<file path="src/rtl/div64_seq_if.sv">
// Start/result handshake bundle for the 64-bit sequential divider.
// master: ALU control side (drives the request, observes the results).
// slave : divider side (samples the request, drives busy/done/results/flags).
interface div64_seq_if;
  localparam int unsigned W = 64;

  logic         start;
  logic         op_signed;
  logic [W-1:0] dividend;
  logic [W-1:0] divisor;
  logic         busy;
  logic         done;
  logic [W-1:0] quotient;
  logic [W-1:0] remainder;
  logic         div_by_zero;
  logic         overflow;

  modport master (
    output start, op_signed, dividend, divisor,
    input  busy, done, quotient, remainder, div_by_zero, overflow
  );

  modport slave (
    input  start, op_signed, dividend, divisor,
    output busy, done, quotient, remainder, div_by_zero, overflow
  );
endinterface

</file>
<file path="src/rtl/div64_seq.sv">
// Sequential 64-bit restoring divider, one quotient bit per cycle.
// Ports:
//   clk   - rising-edge clock
//   reset - asynchronous active-high reset
//   bus   - div64_seq_if.slave: start/op_signed/dividend/divisor in,
//           busy/done/quotient/remainder/div_by_zero/overflow out (all registered)
// Signed mode truncates toward zero; the remainder takes the dividend's sign.
module div64_seq (
  input  logic         clk,
  input  logic         reset,
  div64_seq_if.slave   bus
);
  localparam int unsigned W  = 64;
  localparam int unsigned CW = 6;

  typedef enum logic [2:0] {
    S_IDLE,
    S_PREP,
    S_RUN,
    S_FIX,
    S_DONE
  } state_e;

  state_e         state_q, state_d;
  logic           sgn_q, sgn_d;
  logic [W-1:0]   a_q, a_d;
  logic [W-1:0]   b_q, b_d;
  logic [W:0]     r_q, r_d;
  logic [W-1:0]   q_q, q_d;
  logic [CW-1:0]  cnt_q, cnt_d;
  logic           neg_q_q, neg_q_d;
  logic           neg_r_q, neg_r_d;
  logic [W-1:0]   quo_q, quo_d;
  logic [W-1:0]   rem_q, rem_d;
  logic           dbz_q, dbz_d;
  logic           ovf_q, ovf_d;
  logic           busy_q, busy_d;
  logic           done_q, done_d;

  logic [W:0]     r_sh;
  logic [W:0]     trial;
  logic [W-1:0]   a_mag;
  logic [W-1:0]   b_mag;

  // State and datapath registers
  always_ff @(posedge clk or posedge reset) begin
    if (reset) begin
      state_q <= S_IDLE;
      sgn_q   <= 1'b0;
      a_q     <= '0;
      b_q     <= '0;
      r_q     <= '0;
      q_q     <= '0;
      cnt_q   <= '0;
      neg_q_q <= 1'b0;
      neg_r_q <= 1'b0;
      quo_q   <= '0;
      rem_q   <= '0;
      dbz_q   <= 1'b0;
      ovf_q   <= 1'b0;
      busy_q  <= 1'b0;
      done_q  <= 1'b0;
    end else begin
      state_q <= state_d;
      sgn_q   <= sgn_d;
      a_q     <= a_d;
      b_q     <= b_d;
      r_q     <= r_d;
      q_q     <= q_d;
      cnt_q   <= cnt_d;
      neg_q_q <= neg_q_d;
      neg_r_q <= neg_r_d;
      quo_q   <= quo_d;
      rem_q   <= rem_d;
      dbz_q   <= dbz_d;
      ovf_q   <= ovf_d;
      busy_q  <= busy_d;
      done_q  <= done_d;
    end
  end

  // Next-state, datapath and registered-output logic
  always_comb begin
    state_d = state_q;
    sgn_d   = sgn_q;
    a_d     = a_q;
    b_d     = b_q;
    r_d     = r_q;
    q_d     = q_q;
    cnt_d   = cnt_q;
    neg_q_d = neg_q_q;
    neg_r_d = neg_r_q;
    quo_d   = quo_q;
    rem_d   = rem_q;
    dbz_d   = dbz_q;
    ovf_d   = ovf_q;

    // R never exceeds the divisor magnitude, so its MSB is always 0 before the
    // shift; the truncating cast drops it.
    r_sh  = (W+1)'({r_q, q_q[W-1]});
    trial = r_sh + ~{1'b0, b_q} + (W+1)'(1);
    a_mag = (sgn_q && a_q[W-1]) ? (~a_q + W'(1)) : a_q;
    b_mag = (sgn_q && b_q[W-1]) ? (~b_q + W'(1)) : b_q;

    unique case (state_q)
      S_IDLE: begin
        if (bus.start) begin
          sgn_d   = bus.op_signed;
          a_d     = bus.dividend;
          b_d     = bus.divisor;
          state_d = S_PREP;
        end
      end

      S_PREP: begin
        if (b_q == '0) begin
          quo_d   = '1;
          rem_d   = a_q;
          dbz_d   = 1'b1;
          ovf_d   = 1'b0;
          state_d = S_DONE;
        end else if (sgn_q && (a_q == {1'b1, {(W-1){1'b0}}}) && (b_q == '1)) begin
          quo_d   = {1'b1, {(W-1){1'b0}}};
          rem_d   = '0;
          dbz_d   = 1'b0;
          ovf_d   = 1'b1;
          state_d = S_DONE;
        end else begin
          q_d     = a_mag;
          b_d     = b_mag;
          neg_q_d = sgn_q & (a_q[W-1] ^ b_q[W-1]);
          neg_r_d = sgn_q & a_q[W-1];
          r_d     = '0;
          cnt_d   = '0;
          state_d = S_RUN;
        end
      end

      S_RUN: begin
        // Restore on a negative trial (bit W set); otherwise keep the difference.
        q_d = {q_q[W-2:0], ~trial[W]};
        r_d = trial[W] ? r_sh : trial;
        if (cnt_q == CW'(W-1)) begin
          state_d = S_FIX;
        end else begin
          cnt_d = cnt_q + CW'(1);
        end
      end

      S_FIX: begin
        quo_d   = neg_q_q ? (~q_q + W'(1)) : q_q;
        rem_d   = neg_r_q ? (~r_q[W-1:0] + W'(1)) : r_q[W-1:0];
        dbz_d   = 1'b0;
        ovf_d   = 1'b0;
        state_d = S_DONE;
      end

      S_DONE: begin
        state_d = S_IDLE;
      end

      default: begin
        state_d = S_IDLE;
      end
    endcase

    busy_d = (state_d == S_PREP) || (state_d == S_RUN) || (state_d == S_FIX);
    done_d = (state_d == S_DONE);
  end

  assign bus.busy        = busy_q;
  assign bus.done        = done_q;
  assign bus.quotient    = quo_q;
  assign bus.remainder   = rem_q;
  assign bus.div_by_zero = dbz_q;
  assign bus.overflow    = ovf_q;

endmodule
</file>
<file path="src/flat_wrapper.sv">
// flat-port wrapper written by rule: the top's interface ports become plain ports
module div64_seq_flat 
  (clk, reset, bus_start, bus_op_signed, bus_dividend, bus_divisor, bus_busy, bus_done, bus_quotient, bus_remainder, bus_div_by_zero, bus_overflow);
  div64_seq_if bus_i ();
  input  logic clk;
  input  logic reset;
  input wire logic [$bits(bus_i.start)-1:0] bus_start;
  input wire logic [$bits(bus_i.op_signed)-1:0] bus_op_signed;
  input wire logic [$bits(bus_i.dividend)-1:0] bus_dividend;
  input wire logic [$bits(bus_i.divisor)-1:0] bus_divisor;
  output wire logic [$bits(bus_i.busy)-1:0] bus_busy;
  output wire logic [$bits(bus_i.done)-1:0] bus_done;
  output wire logic [$bits(bus_i.quotient)-1:0] bus_quotient;
  output wire logic [$bits(bus_i.remainder)-1:0] bus_remainder;
  output wire logic [$bits(bus_i.div_by_zero)-1:0] bus_div_by_zero;
  output wire logic [$bits(bus_i.overflow)-1:0] bus_overflow;
  assign bus_i.start = bus_start;
  assign bus_i.op_signed = bus_op_signed;
  assign bus_i.dividend = bus_dividend;
  assign bus_i.divisor = bus_divisor;
  assign bus_busy = bus_i.busy;
  assign bus_done = bus_i.done;
  assign bus_quotient = bus_i.quotient;
  assign bus_remainder = bus_i.remainder;
  assign bus_div_by_zero = bus_i.div_by_zero;
  assign bus_overflow = bus_i.overflow;
  div64_seq u_core (.clk(clk), .reset(reset), .bus(bus_i));
endmodule
</file>
<file path="config.mk">
export PLATFORM = sky130hd
export DESIGN_NAME = div64_seq_flat
export DESIGN_NICKNAME = d
export VERILOG_FILES = /design/src/rtl/div64_seq_if.sv /design/src/rtl/div64_seq.sv /design/src/flat_wrapper.sv
export SDC_FILE = /design/constraint.sdc
export NUM_CORES = 2
export LEC_CHECK = 0
export ABC_AREA = 1
export CELL_PAD_IN_SITES_DETAIL_PLACEMENT = 1
export CELL_PAD_IN_SITES_GLOBAL_PLACEMENT = 1
export CORE_MARGIN = 8
export CORE_UTILIZATION = 40
export CTS_CLUSTER_DIAMETER = 60
export DETAILED_ROUTE_END_ITERATION = 7
export GPL_TIMING_DRIVEN = 0
export PLACE_DENSITY = 0.78
export SETUP_SLACK_MARGIN = 0.5
export SLEW_MARGIN = 20
export SYNTH_ARGS = -nofsm -noshare
export SYNTH_HDL_FRONTEND = slang
export SYNTH_SLANG_ARGS = --single-unit
</file>
<file path="constraint.sdc">
create_clock -name clk -period 28.9 [get_ports clk]
set_input_delay 2.89 -clock clk [delete_from_list [all_inputs] [get_ports clk]]
set_output_delay 2.89 -clock clk [all_outputs]
set_load 0.1 [all_outputs]
</file>
==> run metrics <==
setup violators final=0; RSZ-0062 raised after global routing=no; cell family with most CP delay=buffers and inverters; Synthesized Nets=5755; # resized after CTS=0; first-pass GRT wire length=257 mm; Yosys reg bits=400; H-tree Lvls=2; Yosys warnings=0; Final Critical Period=5.24 ns; final instance area=38600 um2; initial antenna violation count=4; register area share after synthesis=0.305; CTS Hold Buffers Added=0; 1st-pass router iterations=6; syn avg cell area=5.91 um2; Req. time, crit path=26.01 ns; clock latency on the worst-skew pair=0.64 ns; post-route setup slack=23.66 ns; slew margin rel.=0.180; largest net degree at the start of global routing=98; Final Hold Vio Count=0; GRT overflow=0; Fillers=11300; Setup WS pre-CTS=23.35 ns; critical path, cell by cell=clkdlybuf4s50_1; Initial Util=0.402; Post-Place Cells=6889; Net count, final=6074; leak pwr=19.4 nW; Worst Skew=0.0573 ns; number of synthesized flops with an enable pin=0; share of cells above drive strength 1=0.0455; status=finished, final reports clean; WL/cell=25.0 um; Hold Crit Class=flop to flop; Placeable Area=81600 um2; CTS tree=done; Tot GR Track Use=0.375; Worst EP arrival=2.35 ns; power per cell area=32.8 nW/um2; # diodes=0; # clock sinks=400; post-synth cell types=49; Port Buffers=263; Routed Wire Length=175 mm; startpoint types=flop; Hold Slack=0.475 ns; DRT antenna net count=0; DIE AREA=91400 um2; Row Count=105; multi-input logic area=19300 um2; DP Area=36900 um2; Slew @ Worst Pin=1.23 ns; routability cong.=1.02; Area Growth Syn to Fin=17.7%; clock root buffer master=clkbuf_16; DR vias=38700; critical path class=flop to primary output; commonest non-fill, non-tap cells in the layout=nand2_1 (2081), inv_1 (653), nor2_1 (638); Top FF cell, synth=dfrtp_1; register area=10000 um2; Core Util, Final=0.473; CP max stage delay=1.22 ns; peak supply drop=40.5 uV; CTS max path bufs=3; Die W=302 um; post-DR vias/cell=5.54; max-cap viol count=0; Worst-path clk slew=0.06 ns; period utilization=0.181; synthesized cell area=32800 um2; Fmax=0.191 GHz; post-CTS setup buffers=0; Slew Viols, Final=0; setup TNS=0 ns; element type at the critical path end=primary output; Num CTS Buffers=50; Post-Syn Instances=5552; # IOs=264; Post-DP HPWL=145 mm; Total Power=1.27 mW; CP max FO=2; commonest non-fill, non-tap cell in the layout=nand2_1; residual DRC count=0; Layout Cells excl Fill=6980; ys async rst share=1.00; die height=302 um; vias in the first global route=40100; Critical Path Slowest Stage Cell=clkdlybuf4s50_1; Starting DRT DRC Count=2769; Bufs and invs on worst path=1
kinds of logic after synthesis:
kind of cell | Yosys count | share of synthesized area
and+or+nand+nor | 3492 | 0.440
buffers and inverters | 880 | 0.107
AOI/OAI and AO/OA | 640 | 0.102
DFF | 400 | 0.305
adders and majority gates | 71 | 0.0273
xor gates and xnor gates | 66 | 0.0176
muxes | 3 | 0.00103
layer usage:
metal  part of all wire  track usage  up-vias
met3              0.051       0.0449      467
met4              0.083        0.263        4
li1                   -            -    18200
met1               0.39        0.436    18700
met2               0.48        0.640     1268
met5            0.00015            0        -
flip-flops by register name, indices dropped and copies added, names as in the netlist, 3 cells and up:
signal	count
u_core.bus.remainder	64
u_core.a_q	64
u_core.cnt_q	6
u_core.bus.quotient	64
u_core.b_q	64
u_core.r_q	64
u_core.q_q	64
u_core.state_q	3
final cells by class:
class                   instances  area share
clock inverters                28     0.00900
flip-flops and latches        400       0.259
repair buffers                267      0.0710
plain buffers                 185      0.0235
well taps                    1070      0.0347
inverters                     695      0.0677
multi-input cells            4272       0.499
clock buffers                  63      0.0358
synth_stat cells, types with 64 or more instances:
master | instances | area (um2)
nor3_1 | 86 | 430
nand3_1 | 507 | 2540
dfrtp_1 | 400 | 10000
inv_1 | 654 | 2450
nand2_1 | 2081 | 7810
o21ai_1 | 80 | 400
nand4_1 | 64 | 400
ha_1 | 70 | 876
nor2_1 | 638 | 2390
a21oi_1 | 211 | 1060
clkbuf_1 | 82 | 308
o21ai_0 | 285 | 1430
report_power, final:
group	switching (mW)	total [mW]	leakage, nW	internal (mW)
clock network	0.283	0.670	0.844	0.387
registers	0	0.560	4.69	0.560
logic	0.0193	0.0380	13.9	0.0187
worst paths after layout:
kind / startpoint / endpoint / slack, ns / depth (start not counted)
hold / removal: u_core.bus.quotient[35]$_DFFE_PP0P_ / u_core.bus.quotient[35]$_DFFE_PP0P_ / 0.48 / 2
setup / recovery: u_core.bus.remainder[44]$_DFFE_PP0P_ / bus_remainder[44] / 23.66 / 1
setup reg to reg: u_core.b_q[1]$_DFFE_PP0P_ / u_core.bus.remainder[61]$_DFFE_PP0P_ / 24.77 / 13
hold reg to reg: u_core.bus.quotient[35]$_DFFE_PP0P_ / u_core.bus.quotient[35]$_DFFE_PP0P_ / 0.48 / 2
max in group asynchronous: reset / u_core.r_q[61]$_DFFE_PP0P_ / 24.86 / 4
min in group asynchronous: reset / u_core.bus.quotient[5]$_DFFE_PP0P_ / 2.67 / 2
Note: power is estimated with default switching activity, not from simulation.
